**src/rtl/pla_seq_pkg.sv**
```systemverilog
// Shared types for the sequential PLA evaluator.
//   state_t   : evaluator FSM states (IDLE / EVAL / DONE)
//   cube_t    : one cube at the default geometry (care mask, required values, driven outputs)
//   idx_width : width of a term index/count able to hold 0..n_terms inclusive
package pla_seq_pkg;

  localparam int unsigned PLA_N_IN    = 22;
  localparam int unsigned PLA_N_OUT   = 1;
  localparam int unsigned PLA_N_TERMS = 64;

  typedef enum logic [1:0] {
    IDLE,
    EVAL,
    DONE
  } state_t;

  typedef struct packed {
    logic [PLA_N_IN-1:0]  care;
    logic [PLA_N_IN-1:0]  val;
    logic [PLA_N_OUT-1:0] out;
  } cube_t;

  function automatic int unsigned idx_width(input int unsigned n_terms);
    return $clog2(n_terms) + 1;
  endfunction

endpackage

```
**src/rtl/pla_seq_eval_match.sv**
```systemverilog
// pla_term_match: combinational single-cube match.
//   in_vec_i : input vector under test
//   care_i   : 1 = bit participates in the cube
//   val_i    : required value where care_i = 1
//   hit_o    : 1 when every cared bit equals its required value
module pla_term_match
  import pla_seq_pkg::*;
#(
  parameter int unsigned N_IN = PLA_N_IN
) (
  input  logic [N_IN-1:0] in_vec_i,
  input  logic [N_IN-1:0] care_i,
  input  logic [N_IN-1:0] val_i,
  output logic            hit_o
);

  always_comb begin
    hit_o = (((in_vec_i ^ val_i) & care_i) == '0);
  end

endmodule

```
**src/rtl/pla_seq_eval.sv**
```systemverilog
// pla_seq_eval: sequential sum-of-products evaluator, one cube per clock.
// Optional build macro: PLA_EARLY_EXIT_EN -- leave EVAL as soon as every
// output bit is already set (results unchanged, latency may shrink).
// Ports:
//   clk, rst_n          : clock, asynchronous active-low reset
//   cfg_we/cfg_addr     : write cube {cfg_care, cfg_val, cfg_out} at cfg_addr
//   cfg_nterms_we       : load active cube count cfg_nterms (saturates at N_TERMS)
//                         and output phase mask cfg_inv
//   cfg_err             : one-cycle pulse when a config write arrives while busy
//   in_valid/in_ready   : input vector handshake (in_vec)
//   out_valid/out_ready : result handshake (out_vec)
//   busy                : high while evaluating or holding a result
module pla_seq_eval
  import pla_seq_pkg::*;
#(
  parameter int unsigned N_IN    = 22,
  parameter int unsigned N_OUT   = 1,
  parameter int unsigned N_TERMS = 64
) (
  input  logic                       clk,
  input  logic                       rst_n,
  input  logic                       cfg_we,
  input  logic [$clog2(N_TERMS)-1:0] cfg_addr,
  input  logic [N_IN-1:0]            cfg_care,
  input  logic [N_IN-1:0]            cfg_val,
  input  logic [N_OUT-1:0]           cfg_out,
  input  logic                       cfg_nterms_we,
  input  logic [$clog2(N_TERMS):0]   cfg_nterms,
  input  logic [N_OUT-1:0]           cfg_inv,
  output logic                       cfg_err,
  input  logic                       in_valid,
  output logic                       in_ready,
  input  logic [N_IN-1:0]            in_vec,
  output logic                       out_valid,
  input  logic                       out_ready,
  output logic [N_OUT-1:0]           out_vec,
  output logic                       busy
);

  localparam int unsigned AW = $clog2(N_TERMS);
  localparam int unsigned IW = idx_width(N_TERMS);

  typedef struct packed {
    logic [N_IN-1:0]  care;
    logic [N_IN-1:0]  val;
    logic [N_OUT-1:0] out;
  } term_t;

  term_t            mem_q [N_TERMS];
  state_t           state_q;
  logic [IW-1:0]    nterms_q;
  logic [IW-1:0]    idx_q;
  logic [N_OUT-1:0] inv_q;
  logic [N_OUT-1:0] acc_q;
  logic [N_OUT-1:0] out_vec_q;
  logic [N_IN-1:0]  vec_q;
  logic             in_ready_q;
  logic             out_valid_q;
  logic             busy_q;
  logic             cfg_err_q;

  logic             cfg_ok;
  logic [IW-1:0]    nterms_sat;
  logic [IW-1:0]    nterms_eff;
  logic [N_OUT-1:0] inv_eff;
  term_t            cur;
  logic             hit;
  logic [N_OUT-1:0] acc_d;
  logic             last_term;
  logic             eval_done;

  always_comb begin
    cfg_ok     = (state_q == IDLE);
    nterms_sat = (cfg_nterms > IW'(N_TERMS)) ? IW'(N_TERMS) : cfg_nterms;
    // A count/phase write in the accepting cycle lands first, so the
    // accept decision must already see the new values.
    nterms_eff = cfg_nterms_we ? nterms_sat : nterms_q;
    inv_eff    = cfg_nterms_we ? cfg_inv : inv_q;
    cur        = mem_q[idx_q[AW-1:0]];
  end

  pla_term_match #(
    .N_IN (N_IN)
  ) u_match (
    .in_vec_i (vec_q),
    .care_i   (cur.care),
    .val_i    (cur.val),
    .hit_o    (hit)
  );

  always_comb begin
    acc_d     = acc_q | (hit ? cur.out : '0);
    last_term = (idx_q == (nterms_q - IW'(1)));
`ifdef PLA_EARLY_EXIT_EN
    eval_done = last_term || (&acc_d);
`else
    eval_done = last_term;
`endif
  end

  // Cube storage is deliberately not reset; only entries below nterms are read.
  always_ff @(posedge clk) begin
    if (cfg_we && cfg_ok) begin
      mem_q[cfg_addr].care <= cfg_care;
      mem_q[cfg_addr].val  <= cfg_val;
      mem_q[cfg_addr].out  <= cfg_out;
    end
  end

  always_ff @(posedge clk or negedge rst_n) begin
    if (!rst_n) begin
      state_q     <= IDLE;
      nterms_q    <= '0;
      inv_q       <= '0;
      idx_q       <= '0;
      acc_q       <= '0;
      vec_q       <= '0;
      out_vec_q   <= '0;
      in_ready_q  <= 1'b1;
      out_valid_q <= 1'b0;
      busy_q      <= 1'b0;
      cfg_err_q   <= 1'b0;
    end else begin
      cfg_err_q <= (cfg_we || cfg_nterms_we) && !cfg_ok;
      if (cfg_nterms_we && cfg_ok) begin
        nterms_q <= nterms_sat;
        inv_q    <= cfg_inv;
      end
      case (state_q)
        IDLE: begin
          if (in_valid) begin
            vec_q      <= in_vec;
            acc_q      <= '0;
            idx_q      <= '0;
            in_ready_q <= 1'b0;
            busy_q     <= 1'b1;
            if (nterms_eff == '0) begin
              state_q     <= DONE;
              out_valid_q <= 1'b1;
              out_vec_q   <= inv_eff;
            end else begin
              state_q <= EVAL;
            end
          end
        end
        EVAL: begin
          acc_q <= acc_d;
          idx_q <= idx_q + IW'(1);
          if (eval_done) begin
            state_q     <= DONE;
            out_valid_q <= 1'b1;
            out_vec_q   <= acc_d ^ inv_q;
          end
        end
        DONE: begin
          if (out_ready) begin
            state_q     <= IDLE;
            out_valid_q <= 1'b0;
            in_ready_q  <= 1'b1;
            busy_q      <= 1'b0;
          end
        end
        default: state_q <= IDLE;
      endcase
    end
  end

  always_comb begin
    in_ready  = in_ready_q;
    out_valid = out_valid_q;
    out_vec   = out_vec_q;
    busy      = busy_q;
    cfg_err   = cfg_err_q;
  end

endmodule

```
**config.mk**
```make
export PLATFORM = sky130hd
export DESIGN_NAME = pla_seq_eval
export DESIGN_NICKNAME = d
export VERILOG_FILES = /design/src/rtl/pla_seq_pkg.sv /design/src/rtl/pla_seq_eval_match.sv /design/src/rtl/pla_seq_eval.sv
export SDC_FILE = /design/constraint.sdc
export NUM_CORES = 2
export LEC_CHECK = 0
export ABC_AREA = 1
export BUFFER_PORTS_ARGS = -buffer_cell sky130_fd_sc_hd__buf_2
export CAP_MARGIN = 20
export CORE_AREA = 2 2 597 599
export DETAILED_ROUTE_END_ITERATION = 10
export DIE_AREA = 0 0 599 601
export MAX_ROUTING_LAYER = met4
export PLACE_DENSITY_LB_ADDON = 0.3
export SLEW_MARGIN = 20
export SYNTH_ARGS = -nofsm -noshare
export SYNTH_HDL_FRONTEND = slang
export SYNTH_SLANG_ARGS = --single-unit
```
**constraint.sdc**
```tcl
create_clock -name clk -period 4 [get_ports clk]
set_clock_uncertainty 0.1 [all_clocks]
set_input_delay 0.2 -clock clk [delete_from_list [all_inputs] [get_ports clk]]
set_output_delay 0.2 -clock clk [all_outputs]
set_load 0.01 [all_outputs]
```
==> results.yml <==
global_routing:
  antenna_found_initial: 20
  grt_first_pass_wirelength_mm: 575
  number_of_global_route_vias_before_repair: 78500
  grt_remaining_overflow: 0
  track_usage_pct: 22.7
  pin_count_of_the_biggest_net_entering_global_routing: 115
worst_setup_path:
  cp.arrival_ns: 4.54
  required_time_at_the_endpoint_of_the_critical_path_ns: 4.70
  worst-setup-path-type: "flop to flop"
  critical_path.endpoint_type: "flop"
  critical-path-max-stage-delay_ns: 0.58
  crit_path_max_fanout: 38
  worst_path_most_repeated_cell: "sky130_fd_sc_hd__nand2_1"
  timing.critical_path.cells: "clkinv_16, buf_12, buf_12, buf_4, nand2_1, nand3_1, nand3_1, nand3_1, nand3_1, nand2_1, nand2_1, a21oi_1, nand3_1, nand2_1, nor2_1, nand2_1, nor2_1, nand2_2, nand2_1, nand2_1, nand3_1, a21oi_1"
  cp-start-kind: "flop"
  critical-path-slowest-cell: "sky130_fd_sc_hd__dfrtp_4"
timing:
  maxClockFrequency_mhz: 260
  rsz0062_at_grt: "false"
  drv_slew: 0
  timing.setup.tns_ns: 0
  timing_hold_violations_final: 0
  finalSetupViolCount: 0
  maxSlewHeadroom_pct: 23.9
  min_period_over_period_pct: 96.0
  worst-slew-pin-transition_ns: 1.14
  worst_hold_slack_ns: 0.0701
  timing.final.crit_period_ns: 3.84
power:
  seq_power_share_pct: 37.3
  switchingPower_w: 0.0327
  p_clk_share_pct: 30.5
  total_power_w: 0.0922
  switching_share_pct: 35.5
  cellInternalPower_w: 0.0595
  leakage_nw: 50.7
  combinationalPowerShare_pct: 32.3
  cellPowerDensity_nw_per_um2: 659
  worst_vdd_rail_ir_drop_mv: 0.368
clocking:
  tritoncts: "yes"
  cts-root-to-sink-buffers: 4
  cts_buffers: 310
  worst_setup_hold_path_clk_slew_ns: 0.06
  clock-root-buffer: "sky130_fd_sc_hd__clkbuf_16"
  h-tree-depth: 5
  clkSinkCount: 2925
  clk-insertion-delay-late_ns: 0.92
routing:
  wire_per_inst_um: 26.0
  detail_route.vias_per_cell: 5.31
  first_pass_iters: 6
  drt.antenna.violating_nets: 0
  drt_iter0_markers: 9974
  totalWireLength_mm: 406
  dr_total_vias: 82900
  drt_drc_violations_left: 0
synthesis:
  synth-seq-area-share_pct: 73.2
  synth_simple_gate_area_share_pct: 20.4
  postSynthAreaPerCell_um2: 11.7
  synth_compound_area_share_pct: 2.18
  syn_area_um2: 120000
  synth.ff_latch_count: 2925
  syn_inst: 10200
  arithmetic_cell_share_of_the_synthesized_area_counting_full_adders_half_adders_and_majority_gates_pct: 0.0209
  synth-main-ff-cell: "sky130_fd_sc_hd__edfxtp_1"
  synth-async-reset-ratio_pct: 1.54
  synth_enable_flop_cells: 2880
  post_synth_xor_area_fraction_pct: 0.0732
  netlist-cell-type-count: 44
  muxShareOfSynthArea_pct: 0
  yosys_warnings: 0
  synthesis.nets: 10300
  main_combinational_cell_family_by_area_after_synthesis: "simple AND/OR/NAND/NOR gates"
die:
  floorplan_die_height_um: 601
  fp.dieArea_um2: 360000
  top_level_ports: 92
  die_width_um: 599
  floorplan.rows: 219
  core_area_um2: 354000
  initial_core_util_pct: 33.8
layout:
  layout-drive-gt1-share_pct: 9.96
  stdcell_area_um2: 140000
  final_core_util_pct: 39.5
  area_growth_syn_to_layout_pct: 16.9
  fill_cells: 33400
  layout.nets: 10700
place:
  input_output_buffers: 91
  routabilityCongestion: 0.872
  detailed_place.area_um2: 129000
  hpwl_mm: 221
run_status:
  run_status: "complete, no violations"
run:
  maxCapViolations: 0
min_path:
  holdCritPathClass: "input pin to flop"
==> worst max-delay path, delay by kind of cell (launching register included) <==
kind	cells	cell delay, ns
AOI/OAI and AO/OA	2	0.45
DFF	1	0.58
and+or+nand+nor	16	1.61
buffers and inverters	4	0.97
==> final timing paths <==
path                       slack (ns)  depth (start not counted)       end       from
hold reg to reg                  0.41                          2      busy       busy
min in group asynchronous        0.39                          3  in_ready      rst_n
hold / removal                   0.07                          4  vec_q[9]  in_vec[9]
max in group asynchronous        2.73                          4  idx_q[0]      rst_n
setup / recovery                 0.16                         22   out_vec   idx_q[0]
setup reg to reg                 0.16                         22   out_vec   idx_q[0]
==> cells in the final DEF, fill, tap and decap left out, types with 11 or more instances in the layout <==
cell	count
sky130_fd_sc_hd__nand2_1	3521
sky130_fd_sc_hd__edfxtp_1	2880
sky130_fd_sc_hd__nand3_1	1788
sky130_fd_sc_hd__nor2_1	441
sky130_fd_sc_hd__inv_1	318
sky130_fd_sc_hd__clkbuf_16	317
sky130_fd_sc_hd__buf_4	298
sky130_fd_sc_hd__o21ai_0	254
sky130_fd_sc_hd__buf_12	182
sky130_fd_sc_hd__dlygate4sd3_1	115
sky130_fd_sc_hd__a21oi_1	106
sky130_fd_sc_hd__clkbuf_1	75
sky130_fd_sc_hd__buf_2	73
sky130_fd_sc_hd__nor2_4	69
sky130_fd_sc_hd__clkinv_1	65
sky130_fd_sc_hd__clkinv_2	44
sky130_fd_sc_hd__dfrtp_1	39
sky130_fd_sc_hd__o211ai_1	35
sky130_fd_sc_hd__o21ai_1	27
sky130_fd_sc_hd__nand4_1	26
sky130_fd_sc_hd__bufinv_16	22
sky130_fd_sc_hd__o22ai_1	16
sky130_fd_sc_hd__or2_2	14
sky130_fd_sc_hd__inv_6	11
==> sequential cells by signal (all words and copies together), names as in the netlist <==
register / cells
busy: 1
nterms_q: 7
cfg_err: 1
in_ready: 1
out_vec: 1
vec_q: 22
state_q: 2
inv_q: 1
out_valid: 1
mem_q: 2880
acc_q: 1
idx_q: 7
==> power by group through the flow <==
stage	logic, W	registers (W)	clock network [W]
floorplan	0.0188	0.0348	0
global placement	0.0287	0.0350	0
detailed placement	0.0288	0.0350	0
CTS	0.0294	0.0344	0.0284
global route	0.0325	0.0344	0.0296
finish	0.0297	0.0344	0.0281
==> through the flow <==
stage / instances / worst slack, ns
5_1_grt: 15600 / 0.0278
3_3_place_gp: 14900 / -0.220
4_1_cts: 15600 / 0.00275
2_1_floorplan: 10200 / 0.229
3_5_place_dp: 14900 / -0.182
6_report: 15600 / 0.161
==> metal layers <==
metal	GRT usage (%)	share of wire (%)
met2	35.2	46
met3	3.90	9.0
met4	8.22	4.1
met5	-	0
met1	29.8	41
==> synth_stat cells (14+ instances only) <==
library cell / count / area (um2)
sky130_fd_sc_hd__o21ai_1: 27 / 135
sky130_fd_sc_hd__dfrtp_1: 44 / 1100
sky130_fd_sc_hd__nand2_1: 3523 / 13200
sky130_fd_sc_hd__buf_1: 50 / 188
sky130_fd_sc_hd__nand3_1: 1788 / 8950
sky130_fd_sc_hd__a21oi_1: 113 / 566
sky130_fd_sc_hd__edfxtp_1: 2880 / 86500
sky130_fd_sc_hd__buf_6: 42 / 473
sky130_fd_sc_hd__inv_1: 319 / 1200
sky130_fd_sc_hd__nor2_1: 509 / 1910
sky130_fd_sc_hd__clkbuf_1: 70 / 263
sky130_fd_sc_hd__o22ai_1: 16 / 100
sky130_fd_sc_hd__o211ai_1: 35 / 263
sky130_fd_sc_hd__buf_4: 167 / 1250
sky130_fd_sc_hd__o21ai_0: 254 / 1270
sky130_fd_sc_hd__or2_2: 14 / 87.6
sky130_fd_sc_hd__buf_2: 279 / 1400
sky130_fd_sc_hd__nand4_1: 26 / 163
==> cells by family (layout without fill, tap and decap cells) <==
group / Yosys count / in the layout
other: 0 / 9
XOR/XNOR: 10 / 10
AO/OA/AOI/OAI: 478 / 478
AND/OR/NAND/NOR: 5879 / 5879
flip-flops: 2925 / 2925
adder cells (fa/ha/maj): 2 / 2
buffers and inverters: 943 / 1554
==> area by class of cell <==
class                           count  area (um2)  area share, %
Clock buffer                      399        8300           5.93
Inverter                          333        1310          0.936
Timing Repair Buffer              673        7500           5.36
Tap cell                         4751        5940           4.25
Sequential cell                  2925       87600           62.6
Multi-Input combinational cell   6369       27700           19.8
Timing Repair inverter              2        17.5         0.0125
Clock inverter                    147        1410           1.01
Antenna cell                        9        22.5         0.0161
==> timing repair <==
item,CTS,global route
setup endpoints to repair,2,2
gates cloned,2,1
hold buffers,109,7
buffers inserted,4,3
pin swaps,0,0
resized for setup,10,9
endpoints found under the hold margin,2051,448
No activity file was read; power rests on OpenSTA's default activity.
